File: config.mk
export PLATFORM = sky130hd
export DESIGN_NAME = sequence_detector_1011
export DESIGN_NICKNAME = d
export VERILOG_FILES = /design/src/rtl/sequence_detector_1011.sv
export SDC_FILE = /design/constraint.sdc
export NUM_CORES = 1
export LEC_CHECK = 0
export BUFFER_PORTS_ARGS = -buffer_cell sky130_fd_sc_hd__buf_2
export CAP_MARGIN = 0
export CORE_AREA = 3 3 40 42
export CTS_CLUSTER_DIAMETER = 200
export DETAILED_ROUTE_END_ITERATION = 7
export DIE_AREA = 0 0 43 45
export PLACE_DENSITY = 0.3
export SETUP_SLACK_MARGIN = 0.3
export SYNTH_ARGS = -nofsm -noshare
export SYNTH_HDL_FRONTEND = slang
export SYNTH_SLANG_ARGS = --single-unit
export TNS_END_PERCENT = 100
File: constraint.sdc
create_clock -name clk -period 1.25 [get_ports clk]
set_input_delay 0.125 -clock clk [delete_from_list [all_inputs] [get_ports clk]]
set_output_delay 0.125 -clock clk [all_outputs]
set_load 0.005 [all_outputs]
File: src/rtl/sequence_detector_1011.sv
// Moore FSM that flags each occurrence of the serial pattern 1-0-1-1 (first bit first).
// OVERLAP selects whether the tail of a finished match can seed the next one.
module sequence_detector_1011 #(
    parameter int OVERLAP = 1
) (
    input  logic clk,
    input  logic rst,
    input  logic sequence_in,
    output logic detected_out
);

    typedef enum logic [2:0] {
        IDLE  = 3'd0,
        S1    = 3'd1,
        S10   = 3'd2,
        S101  = 3'd3,
        S1011 = 3'd4
    } state_t;

    state_t r_state;
    state_t w_nextState;

    always_ff @(posedge clk or negedge rst) begin
        if (!rst) begin
            r_state <= IDLE;
        end else begin
            r_state <= w_nextState;
        end
    end

    // Unused encodings fall through to the default and recover to IDLE.
    always_comb begin
        w_nextState = IDLE;
        case (r_state)
            IDLE:    w_nextState = sequence_in ? S1    : IDLE;
            S1:      w_nextState = sequence_in ? S1    : S10;
            S10:     w_nextState = sequence_in ? S101  : IDLE;
            S101:    w_nextState = sequence_in ? S1011 : S10;
            S1011: begin
                if (OVERLAP != 0) begin
                    w_nextState = sequence_in ? S1 : S10;
                end else begin
                    w_nextState = sequence_in ? S1 : IDLE;
                end
            end
            default: w_nextState = IDLE;
        endcase
    end

    assign detected_out = (r_state == S1011);

endmodule

# After elaboration in Yosys (flattened, before gate mapping)
# Cells that the tools add are included.
[word_totals]
regBits = 3
input_bits = 3
out_inout_bits = 1
wordCells = 12
[classes]
eq_ne = 4
n_mux = 5
reduce_logical = 2
[ops]
columns = ["cell", "count"]
rows = [
  ["$pmux 3 s4", 1],
  ["$eq 3x2->1 const B", 2],
  ["$mux 2", 2],
  ["$eq 3x1->1 const B", 1],
  ["$eq 3x3->1 const B", 1],
  ["$logic_not 3->1", 1],
  ["$mux 3", 1],
  ["$reduce_or 2->1", 1],
  ["$mux 1", 1],
]

# Longest topological paths before layout
[depth]
word_depth = 3
depth_mapped = 2
depth_no_buf = 2

# Least setup slack after synthesis
# Ideal clock, no wire load.
[synth_timing]
path_type = "flip-flop to flip-flop"
from = "reg r_state[2]"
to = "reg r_state[1]"
setup_ns = 0.124
arrival_time_ns = 0.833
setup_slack_ns = 0.293
path_stages_with_launch = 3
n_path_buf = 0
cell_sequence = "dfrtp_1 nor3b_2 a211o_1"
[synth_via]
elab_chain_len = 3
[synth_rtl]
columns = ["element", "line", "text"]
rows = [
  ["from (decl)", "20", "state_t r_state;"],
  ["from (signal assigned)", "27", "r_state <= w_nextState;"],
  ["$eq 3x3->1", "-", ""],
  ["named net detected_out", "9", "output logic detected_out"],
  ["$reduce_or 2->1 (no line)", "-", ""],
  ["$pmux 3 s4", "34", "case (r_state)"],
  ["named net w_nextState[1]", "21", "state_t w_nextState;"],
]
# The timed path passes the listed nets, and every way through them passes these cells.

# Worst setup path after layout
[layout_timing]
from = "reg r_state[0]"
to = "out detected_out"
[layout_via]
elab_chain_len = 1
[layout_rtl]
columns = ["element", "line", "text"]
rows = [
  ["$eq 3x3->1", "50", "assign detected_out = (r_state == S1011);"],
  ["to (decl)", "9", ""],
]
# Every way passes these cells.

==> flow_metrics.py <==
metrics = {
    "pwr": {
        "leakage_nw": 0.117,
        "sw_ratio_pct": 23.1,
        "combinationalPowerShare_pct": 14.3,
        "total_power_mw": 0.331,
        "power.share.sequential_pct": 34.6,
        "netSwitchingPower_mw": 0.0765,
        "share_clk_of_total_power_pct": 51.1,
        "power_density_mw_per_mm2": 1350,
        "irDropWorstVdd_mv": 0.423,
        "power.internal_mw": 0.255,
    },
    "drt": {
        "drc": 0,
        "drt-pass1-iter-count": 2,
        "drt_wl_total_um": 300,
        "drt_iter0_markers": 2,
        "routedWlPerCell_um": 7.89,
        "via_per_inst": 3.42,
        "vias": 130,
        "drtAntennaViolNets": 0,
    },
    "clocking": {
        "htreeDepth": 1,
        "cts_made_buffers": 3,
        "clock_latency_of_the_later_clocked_register_in_the_worst_skew_pair_ns": 0.23,
        "clk_pin_slew_worst_setup_hold_paths_ns": 0.04,
        "tritoncts_clock_tree": "built",
        "cts_root_buf": "sky130_fd_sc_hd__clkbuf_4",
        "clock_path_buffers": 2,
        "clock-sinks": 3,
    },
    "final_layout": {
        "insertedDiodeCount": 0,
        "reg_top3": "r_state (3)",
        "fillerInstances": 142,
        "syn_to_final_growth_pct": 75.0,
        "biggest_register": "r_state",
        "drive_gt1_share_pct": 47.8,
        "finish.net_count": 27,
        "final_core_utilization_pct": 19.1,
        "flip_flop_count_of_the_largest_register_all_copies_and_words_added": 3,
    },
    "synthesis": {
        "synth_edf_count": 0,
        "yosysTopAreaCell": "sky130_fd_sc_hd__dfrtp_1",
        "synth.net_count": 15,
        "syn_area_per_cell_sq_um": 11.7,
        "synth_top_cell_area_share_pct": 53.6,
        "mappedNetlistArea_sq_um": 140,
        "synth_top_flop_cell": "sky130_fd_sc_hd__dfrtp_1",
        "yosys_warnings": 0,
        "synth_async_sr_flop_share_pct": 100,
        "post-synth-top-count-cell": "sky130_fd_sc_hd__dfrtp_1",
        "synthTopCellsByArea": "sky130_fd_sc_hd__dfrtp_1 (54%), sky130_fd_sc_hd__nor3b_2 (8.9%), sky130_fd_sc_hd__maj3_1 (7.1%), sky130_fd_sc_hd__nor4bb_1 (7.1%), sky130_fd_sc_hd__a211o_1 (6.3%)",
        "synth-seq-area-share_pct": 53.6,
        "library_cells_used_by_synthesis": 10,
        "synth.ff_latch_count": 3,
        "syn-instance-count": 12,
    },
    "worst_setup_path": {
        "cp-start-kind": "register",
        "critPathRequiredTime_ns": 1.12,
        "worstPathMaxFanout": 2,
        "timing.critical_path.cells": "nor3b_4 -> buf_2",
        "cp-end-kind": "output pin",
        "crit_path_top_delay_cell": "sky130_fd_sc_hd__dfrtp_1",
        "maximum_single_stage_delay_on_the_critical_path_ns": 0.40,
        "criticalPathCategory": "reg2out",
        "cp.arrival_ns": 0.99,
    },
    "timing": {
        "setup_viol_count_final": 0,
        "final_hold_viol_count": 0,
        "timing.setup.tns_ns": 0,
        "skew_ns": 0.000591,
        "maximum_clock_rate_mhz": 895,
        "slew_headroom_pct": 86.2,
        "finalCritPeriodShare_pct": 89.4,
        "final_max_slew_viol_count": 0,
        "layout_min_cycle_time_ns": 1.12,
        "tightestPinTransition_ns": 0.204,
        "rsz0062_at_grt": "yes",
    },
    "place": {
        "place_hpwl_um": 191,
        "gp_routability_congestion": 0.549,
        "port-buffer-count": 3,
    },
    "global_route": {
        "grt_max_degree": 5,
        "number_of_antenna_violations_at_the_first_check_in_global_routing": 0,
        "grt_met3_use_pct": 2.79,
        "grt_pass1_wl_um": 565,
        "global_route.usage.met2_pct": 4.79,
        "grt_busiest_layer": "met4",
        "globalRouteTotalUtil_pct": 4.67,
        "grtUsageMet1_pct": 5.10,
        "vias_in_the_first_global_route": 150,
        "gr-total-overflow": 0,
    },
    "die": {
        "die_area_sq_mm": 0.00194,
        "floorplan.core_area_sq_mm": 0.00128,
        "effective_utilization_at_floorplan_pct": 10.9,
        "die_w_um": 43,
        "std_cell_rows": 13,
        "die_height_um": 45,
        "ioPinCount": 4,
    },
    "status": {
        "status": "complete, no violations",
    },
    "hold_path": {
        "hold_path_class": "in2reg",
    },
    "flow_run": {
        "cap_viol_max_count": 0,
    },
}
stage by stage:
stage | hold WS (ns) | cells | area (sq um) | setup slack [ns]
2_1_floorplan | -0.171 | 12 | 146 | 0.324
3_3_place_gp | -0.0767 | 30 | 180 | 0.278
3_5_place_dp | -0.0779 | 30 | 180 | 0.279
4_1_cts | 0.180 | 38 | 239 | 0.128
5_1_grt | 0.213 | 38 | 245 | 0.0972
6_report | 0.191 | 38 | 245 | 0.133
critical path, delay by kind of cell, from the launching register on:
kind / cells / cell delay, ns
buffers and inverters: 1 / 0.14
DFF: 1 / 0.40
and+or+nand+nor: 1 / 0.22
power groups by stage:
stage	clock [mW]	sequential, mW	combinational [mW]
2_1_floorplan	0	0.118	0.0169
3_3_place_gp	0	0.120	0.0257
3_5_place_dp	0	0.120	0.0253
4_1_cts	0.181	0.114	0.0450
5_1_grt	0.188	0.115	0.0537
6_report	0.169	0.114	0.0474
worst paths after layout:
| check | from | end | slack [ns] | cells after the start |
|---|---|---|---|---|
| min in group asynchronous | rst | r_state[1]$_DFF_PN0_ | 0.21 | 2 |
| min | sequence_in | r_state[2]$_DFF_PN0_ | 0.19 | 3 |
| min reg2reg | r_state[2]$_DFF_PN0_ | r_state[2]$_DFF_PN0_ | 0.56 | 2 |
| max | r_state[0]$_DFF_PN0_ | detected_out | 0.13 | 2 |
| max reg2reg | r_state[1]$_DFF_PN0_ | r_state[0]$_DFF_PN0_ | 0.17 | 3 |
| max in group asynchronous | rst | r_state[2]$_DFF_PN0_ | 0.93 | 2 |
repair_timing:
item	in CTS	in global routing
hold buffers	1	0
pin swaps	0	1
endpoints found under the setup margin	3	3
buffers inserted	3	0
hold endpoints to repair	3	0
resized for setup	0	1
area by class of cell:
| type | instances | area [sq um] | area share [%] |
|---|---|---|---|
| tap | 15 | 18.8 | 7.65 |
| inverter | 1 | 3.75 | 1.53 |
| clock buffer | 4 | 26.3 | 10.7 |
| timing repair buffer | 7 | 47.5 | 19.4 |
| multi-input combinational | 8 | 73.8 | 30.1 |
| sequential | 3 | 75.1 | 30.6 |
layer usage:
layer / vias up / part of all wire (%)
li1: 65 / -
met1: 55 / 47
met2: 7 / 34
met3: 3 / 10
met4: 0 / 8.3
met5: - / 0
placed cells by master, fill, tap and decap left out:
cell type	count
sky130_fd_sc_hd__dfrtp_1	3
sky130_fd_sc_hd__nor3b_4	1
sky130_fd_sc_hd__maj3_1	1
sky130_fd_sc_hd__nor3b_1	1
sky130_fd_sc_hd__inv_1	1
sky130_fd_sc_hd__nor2_1	1
sky130_fd_sc_hd__buf_4	3
sky130_fd_sc_hd__buf_2	3
sky130_fd_sc_hd__dlygate4sd3_1	1
sky130_fd_sc_hd__clkbuf_1	1
sky130_fd_sc_hd__clkbuf_4	3
sky130_fd_sc_hd__nand2_1	1
sky130_fd_sc_hd__a211o_1	1
sky130_fd_sc_hd__nor4bb_2	1
sky130_fd_sc_hd__nor3_1	1
cell families after synthesis:
group | count (synthesis) | share of synthesized area, %
simple gates | 6 | 30.3
flops | 3 | 53.6
compound gates | 1 | 6.25
buf+inv | 1 | 2.68
fa+ha+maj | 1 | 7.14
Power figures use the tool's default switching activity.
